### src/rtl/hpm_sample_ctrl.sv
// Generic word FIFO, first-word-fall-through: a write is visible on rd_dat the next cycle.
// Reads are ignored while empty and writes are dropped while full; the owner tracks room via cnt.
module sync_fifo #(
    parameter  int WIDTH = 33,
    parameter  int DEPTH = 16,
    localparam int AW    = $clog2(DEPTH)
) (
    input  logic             clk,
    input  logic             rst_n,
    input  logic             wr_vld,
    input  logic [WIDTH-1:0] wr_dat,
    input  logic             rd_rdy,
    output logic             rd_vld,
    output logic [WIDTH-1:0] rd_dat,
    output logic [AW:0]      cnt
);
    logic [WIDTH-1:0] mem [DEPTH];
    logic [AW-1:0]    wr_ptr;
    logic [AW-1:0]    rd_ptr;
    logic             full;
    logic             do_wr;
    logic             do_rd;

    assign full   = (cnt == (AW+1)'(DEPTH));
    assign rd_vld = (cnt != '0);
    assign rd_dat = mem[rd_ptr];
    assign do_rd  = rd_rdy && rd_vld;
    assign do_wr  = wr_vld && (!full || do_rd);

    always_ff @(posedge clk or negedge rst_n) begin
        if (!rst_n) begin
            wr_ptr <= '0;
            rd_ptr <= '0;
            cnt    <= '0;
        end else begin
            if (do_wr) wr_ptr <= wr_ptr + AW'(1);
            if (do_rd) rd_ptr <= rd_ptr + AW'(1);
            cnt <= cnt + (AW+1)'(do_wr) - (AW+1)'(do_rd);
        end
    end

    always_ff @(posedge clk) begin
        if (do_wr) mem[wr_ptr] <= wr_dat;
    end
endmodule

// HPM sampling scheduler: CPU-priority mux on the HPM port, periodic 4-word counter records into a FIFO.
// Latency: record words pushed on 4 granted READ cycles, visible next cycle; backpressure: full FIFO drops whole records.
module hpm_sample_ctrl #(
    parameter int DEPTH  = 16,
    parameter int DROP_W = 16
) (
    input  logic              clk,
    input  logic              rst_n,
    input  logic              cfg_enable,
    input  logic [31:0]       cfg_interval,
    input  logic              cpu_cs,
    input  logic              cpu_we,
    input  logic [4:0]        cpu_addr,
    input  logic [31:0]       cpu_wdata,
    output logic [31:0]       cpu_rdata,
    output logic              hpm_cs,
    output logic              hpm_we,
    output logic [4:0]        hpm_addr,
    output logic [31:0]       hpm_wdata,
    input  logic [31:0]       hpm_rdata,
    output logic              smp_valid,
    output logic [31:0]       smp_data,
    output logic              smp_last,
    input  logic              smp_ready,
    output logic [DROP_W-1:0] drop_cnt,
    output logic              busy
);
    localparam int AW = $clog2(DEPTH);

    typedef enum logic [1:0] {IDLE, COUNT, READ} state_t;

    state_t            state_q, state_d;
    logic [31:0]       timer_q, timer_d;
    logic [1:0]        idx_q, idx_d;
    logic [DROP_W-1:0] drop_q, drop_d;
    logic [DROP_W-1:0] drop_sat;
    logic [31:0]       n_eff;
    logic              smp_grant;
    logic              pop;
    logic [4:0]        smp_addr;
    logic [32:0]       push_dat;
    logic [32:0]       head_dat;
    logic              head_vld;
    logic [AW:0]       fifo_cnt;
    logic [AW+1:0]     cnt_after;
    logic              room_now;
    logic              room_after;

    assign n_eff     = (cfg_interval < 32'd4) ? 32'd4 : cfg_interval;
    assign smp_grant = (state_q == READ) && !cpu_cs;
    assign smp_addr  = 5'h04 + {1'b0, idx_q, 2'b00};
    assign push_dat  = {(idx_q == 2'd3), hpm_rdata};
    assign pop       = head_vld && smp_ready;
    assign drop_sat  = (drop_q == '1) ? drop_q : drop_q + DROP_W'(1);

    // Room for a fresh record, now or once the current (final) word lands.
    assign room_now   = (fifo_cnt <= (AW+1)'(DEPTH - 4));
    assign cnt_after  = {1'b0, fifo_cnt} + (AW+2)'(1) - (AW+2)'(pop);
    assign room_after = (cnt_after <= (AW+2)'(DEPTH - 4));

    assign hpm_cs    = cpu_cs | smp_grant;
    assign hpm_we    = cpu_cs & cpu_we;
    assign hpm_addr  = cpu_cs ? cpu_addr : smp_addr;
    assign hpm_wdata = cpu_cs ? cpu_wdata : 32'd0;
    assign cpu_rdata = cpu_cs ? hpm_rdata : 32'd0;

    assign smp_valid = head_vld;
    assign smp_data  = head_vld ? head_dat[31:0] : 32'd0;
    assign smp_last  = head_vld & head_dat[32];
    assign drop_cnt  = drop_q;
    assign busy      = (state_q == READ);

    always_comb begin
        state_d = state_q;
        timer_d = timer_q;
        idx_d   = idx_q;
        drop_d  = drop_q;
        case (state_q)
            IDLE: begin
                if (cfg_enable) begin
                    timer_d = n_eff - 32'd1;
                    state_d = COUNT;
                end
            end
            COUNT: begin
                if (!cfg_enable) begin
                    state_d = IDLE;
                end else if (timer_q == '0) begin
                    if (room_now) begin
                        idx_d   = 2'd0;
                        state_d = READ;
                    end else begin
                        drop_d  = drop_sat;
                        timer_d = n_eff - 32'd1;
                    end
                end else begin
                    timer_d = timer_q - 32'd1;
                end
            end
            READ: begin
                if (smp_grant) begin
                    idx_d = idx_q + 2'd1;
                    if (idx_q == 2'd3) begin
                        // Four READ cycles already spent count toward the period; at the
                        // minimum period the next expiry coincides with the last push.
                        if (!cfg_enable) begin
                            state_d = IDLE;
                        end else if (n_eff == 32'd4) begin
                            if (room_after) begin
                                state_d = READ;
                            end else begin
                                drop_d  = drop_sat;
                                timer_d = n_eff - 32'd1;
                                state_d = COUNT;
                            end
                        end else begin
                            timer_d = n_eff - 32'd5;
                            state_d = COUNT;
                        end
                    end
                end
            end
            default: state_d = IDLE;
        endcase
    end

    always_ff @(posedge clk or negedge rst_n) begin
        if (!rst_n) begin
            state_q <= IDLE;
            timer_q <= '0;
            idx_q   <= '0;
            drop_q  <= '0;
        end else begin
            state_q <= state_d;
            timer_q <= timer_d;
            idx_q   <= idx_d;
            drop_q  <= drop_d;
        end
    end

    sync_fifo #(
        .WIDTH (33),
        .DEPTH (DEPTH)
    ) u_fifo (
        .clk    (clk),
        .rst_n  (rst_n),
        .wr_vld (smp_grant),
        .wr_dat (push_dat),
        .rd_rdy (smp_ready),
        .rd_vld (head_vld),
        .rd_dat (head_dat),
        .cnt    (fifo_cnt)
    );
endmodule

### config.mk
export PLATFORM = sky130hd
export DESIGN_NAME = hpm_sample_ctrl
export DESIGN_NICKNAME = d
export VERILOG_FILES = /design/src/rtl/hpm_sample_ctrl.sv
export SDC_FILE = /design/constraint.sdc
export NUM_CORES = 1
export LEC_CHECK = 0
export ABC_CLOCK_PERIOD_IN_PS = 6500
export BUFFER_PORTS_ARGS = -buffer_cell sky130_fd_sc_hd__buf_2
export CAP_MARGIN = 25
export CORE_MARGIN = 1
export CORE_UTILIZATION = 55
export CTS_CLUSTER_SIZE = 14
export DETAILED_ROUTE_END_ITERATION = 10
export GPL_TIMING_DRIVEN = 0
export PLACE_DENSITY = 0.82
export SLEW_MARGIN = 20
export SYNTH_ARGS = -nofsm -noshare
export SYNTH_HDL_FRONTEND = slang
export SYNTH_HIERARCHICAL = 1
export SYNTH_SLANG_ARGS = --single-unit
### constraint.sdc
create_clock -name clk -period 6.5 [get_ports clk]
set_input_delay 0.325 -clock clk [delete_from_list [all_inputs] [get_ports clk]]
set_output_delay 0.325 -clock clk [all_outputs]
set_load 0.005 [all_outputs]
==> impl_metrics.toml <==
[global_route]
busiest_layer = "met2"
grtUsageMet1 = 0.411
grt_use_met3 = 0.0517
grt_max_degree = 50
grt_pass1_wl_mm = 110
antenna_found_initial = 4
track_usage = 0.299
grt_remaining_overflow = 0
first_global_vias = 17900
grtUsageMet2 = 0.481

[finish]
syn2layout_area_growth_pct = 16.3
final_util = 0.650
nNetsFinal = 2240
instances_no_fill = 2769
seq_area_um2 = 17500
multi_input_area_um2 = 8780
fillers = 3233
drive_gt1_frac = 0.246

[placed_design]
port_buffers = 225
place_inst = 2661
place.detailed.hpwl_mm = 50.4
routabilityCongestion = 0.926

[cts]
cts_setup_buffers = 0
cts_buffer_depth = 3
root_buffer = "clkbuf_16"
cts_resized = 0
cts_tree = "built"
clkSinkCount = 593
cts_buffers = 56
cts_htree_levels = 2
path_clk_slew_ns = 0.07
clk_latency_ns = 0.62

[setup_path]
crit_fanout = 10
crit_chain = "inv_1 -> ha_1 -> or4b_4 -> clkbuf_1 -> nand2_1 -> ha_1 -> ha_1 -> inv_1 -> ha_1 -> or3b_2 -> and3_1 -> nor4_1 -> nand3_1 -> nand2_2 -> clkbuf_1 -> o21ai_0 -> o21ai_0"
start_kind = "flop"
r2r_cells = 17
r2r_setup_slack_ns = 1.25
reg2reg_to = "timer_q[22]$_DFFE_PN0P_"
cp.arrival_ns = 5.77
path_class = "reg2reg"
cp.required_ns = 7.03
cp_slowest_stage_delay_ns = 0.62
path_buf_inv = 4
worstReg2RegStart = "u_fifo/cnt[2]$_DFF_PN0_"
worst_path_most_repeated_cell = "ha_1"
slowest_stage = "or4b_4"
crit_family = "simple AND/OR/NAND/NOR gates"
cp-end-kind = "flop"

[die]
die-height_um = 223
rows = 80
io-pin-count = 229
die_area_um2 = 49700
initial_core_util = 0.559
die_w_um = 223
core_um2 = 47900

[timing]
maxSlewViolCount = 0
hold_viol_final = 0
setup_violations = 0
slew-limit-headroom = 0.326
setup_tns_ns = 0
layout_min_cycle_time_ns = 5.25
max_slew.worst_pin.slew_ns = 1.00
fin_crit_sh = 0.807
rsz0062_at_grt = "false"
fin_worst_skew_ns = 0.0241
hold_slack_ns = 0.0274
clock.fmax_mhz = 191

[synthesis]
synth_edf_count = 528
yosys.area_share.adder = 0.0133
netlist.area_leader.share = 0.591
synth_compound_area_frac = 0.0884
ys_ff_latch = 593
syn_avg_cell_area_um2 = 15.0
synth_most_common_cell = "edfxtp_1"
yosysSeqAreaShare = 0.652
synth_xor_xnor_area_share = 0.0268
syn_inst = 1784
yosys.area_share.simple = 0.0865
synth_fp_nets = 1919
synth_mux_area_frac = 0.108
synth.largest_area_cell = "edfxtp_1"
syn_area_um2 = 26800
ys.flop_type = "edfxtp_1"
async_flop_share = 0.110
synth_commonest_cells = "528 x edfxtp_1, 137 x mux2i_1, 103 x and2_1, 99 x nand2_1, 79 x nor2_1"
yosysUniqueCellTypes = 79
yosysWarnings = 6
synth_top_family_by_area = "multiplexers"
synth_area_leaders = "edfxtp_1 59%, dfrtp_1 6.1%, mux4_2 5.5%"

[outcome]
outcome = "complete, no violations"

[routing]
detail-route-antenna-nets = 0
avgViaCountPerCell = 6.50
dr.pass1.iters = 6
drc = 0
drt_wl_total_mm = 73.7
drtIter0Drc = 2183
vias = 18000
wire_per_inst_um = 26.6

[power]
p_comb_frac = 0.388
p_sw_mw = 4.57
clock_power_share = 0.255
irDropWorstVdd_mv = 0.228
power_density_nw_per_um2 = 409
netSwitchingFraction = 0.358
seqPwrFrac = 0.358
finalPower_mw = 12.8
p_int_mw = 8.18
p_leak_nw = 11.2

[job]
cap_violations = 0

[hold_path]
hold_depth = 3
hp-class = "in2reg"
min_from = "cfg_interval[18]"
holdPathEnd = "timer_q[18]$_DFFE_PN0P_"
[cell families after synthesis]
kind of cell    count (synthesis)
compound gates                300
xor+xnor                       82
fa+ha+maj                      28
buf+inv                       136
flops                         593
mux                           207
simple gates                  438
[worst max path at each step]
stage                     cells after the start  slack, ns                    start                     endpoint
final                                        17       1.25  u_fifo/cnt[2]$_DFF_PN0_      timer_q[22]$_DFFE_PN0P_
after detailed placement                     17       1.34  u_fifo/cnt[2]$_DFF_PN0_       timer_q[4]$_DFFE_PN0P_
after floorplan                               9       1.80   state_q[0]$_DFFE_PN0P_   u_fifo/mem[3][0]$_DFFE_PP_
after global routing                         18       1.03  u_fifo/cnt[2]$_DFF_PN0_      timer_q[25]$_DFFE_PN0P_
after global placement                        9      -0.92   state_q[0]$_DFFE_PN0P_  u_fifo/mem[3][17]$_DFFE_PP_
after CTS                                    17       1.33  u_fifo/cnt[2]$_DFF_PN0_      timer_q[25]$_DFFE_PN0P_
[worst register-to-register path: stages, from the launching register on]
cell and delay, ns:
dfrtp_1 0.47, inv_1 0.12, ha_1 0.20, or4b_4 0.62
clkbuf_1 0.39, nand2_1 0.18, ha_1 0.16, ha_1 0.18
inv_1 0.05, ha_1 0.20, or3b_2 0.49, and3_1 0.18
nor4_1 0.60, nand3_1 0.30, nand2_2 0.25, clkbuf_1 0.46
o21ai_0 0.19, o21ai_0 0.12
[registers in the layout, summed over array words and instances, names as in the netlist]
signal	count
timer_q	32
u_fifo/wr_ptr	4
u_fifo/mem	528
drop_cnt	16
u_fifo/rd_ptr	4
idx_q	2
state_q	2
u_fifo/cnt	5
[layout make-up]
type,count,share of cell area
flip-flops and latches,593,0.561
multi-input cells,1055,0.282
repair buffers,263,0.0528
clock buffers,70,0.0469
well taps,615,0.0247
plain buffers,101,0.0171
clock inverters,34,0.0116
inverters,35,0.00421
diodes,3,0.000241
[power by group through the flow]
| stage | registers, mW | logic [mW] | clock network, mW |
|---|---|---|---|
| 3_3_place_gp | 4.62 | 4.68 | 0 |
| 4_1_cts | 4.55 | 4.89 | 3.28 |
| 2_1_floorplan | 4.59 | 3.25 | 0 |
| 3_5_place_dp | 4.63 | 4.84 | 0 |
| 6_report | 4.56 | 4.94 | 3.25 |
| 5_1_grt | 4.59 | 5.28 | 3.43 |
[timing repair]
action | 4_1_cts | 5_1_grt
endpoints found under the setup margin | 0 | 0
endpoints found under the hold margin | 65 | 0
hold buffers | 1 | 0
[metrics by stage]
stage	worst slack [ns]	instance area, um2
2_1_floorplan	1.80	26800
3_3_place_gp	-0.922	28700
3_5_place_dp	1.34	29300
4_1_cts	1.33	31200
5_1_grt	1.03	31200
6_report	1.25	31200
[placed cells by master (no fill, tap or decap), drive strengths merged, types with 47 or more instances in the layout]
master  instances
xnor2          47
a221oi         76
edfxtp        528
and2          105
mux4           66
nor2           79
mux2i         137
buf           317
o21ai          72
nand2         100
dfrtp          65
clkbuf        116
[per-layer routing]
| layer | up-vias | routed length [um] | part of all wire |
|---|---|---|---|
| met4 | 0 | 2230 | 0.030 |
| li1 | 7660 | - | - |
| met3 | 154 | 7360 | 0.10 |
| met5 | - | 0 | 0 |
| met2 | 1158 | 35400 | 0.48 |
| met1 | 9027 | 28800 | 0.39 |
Note: power is estimated with default switching activity, not from simulation.
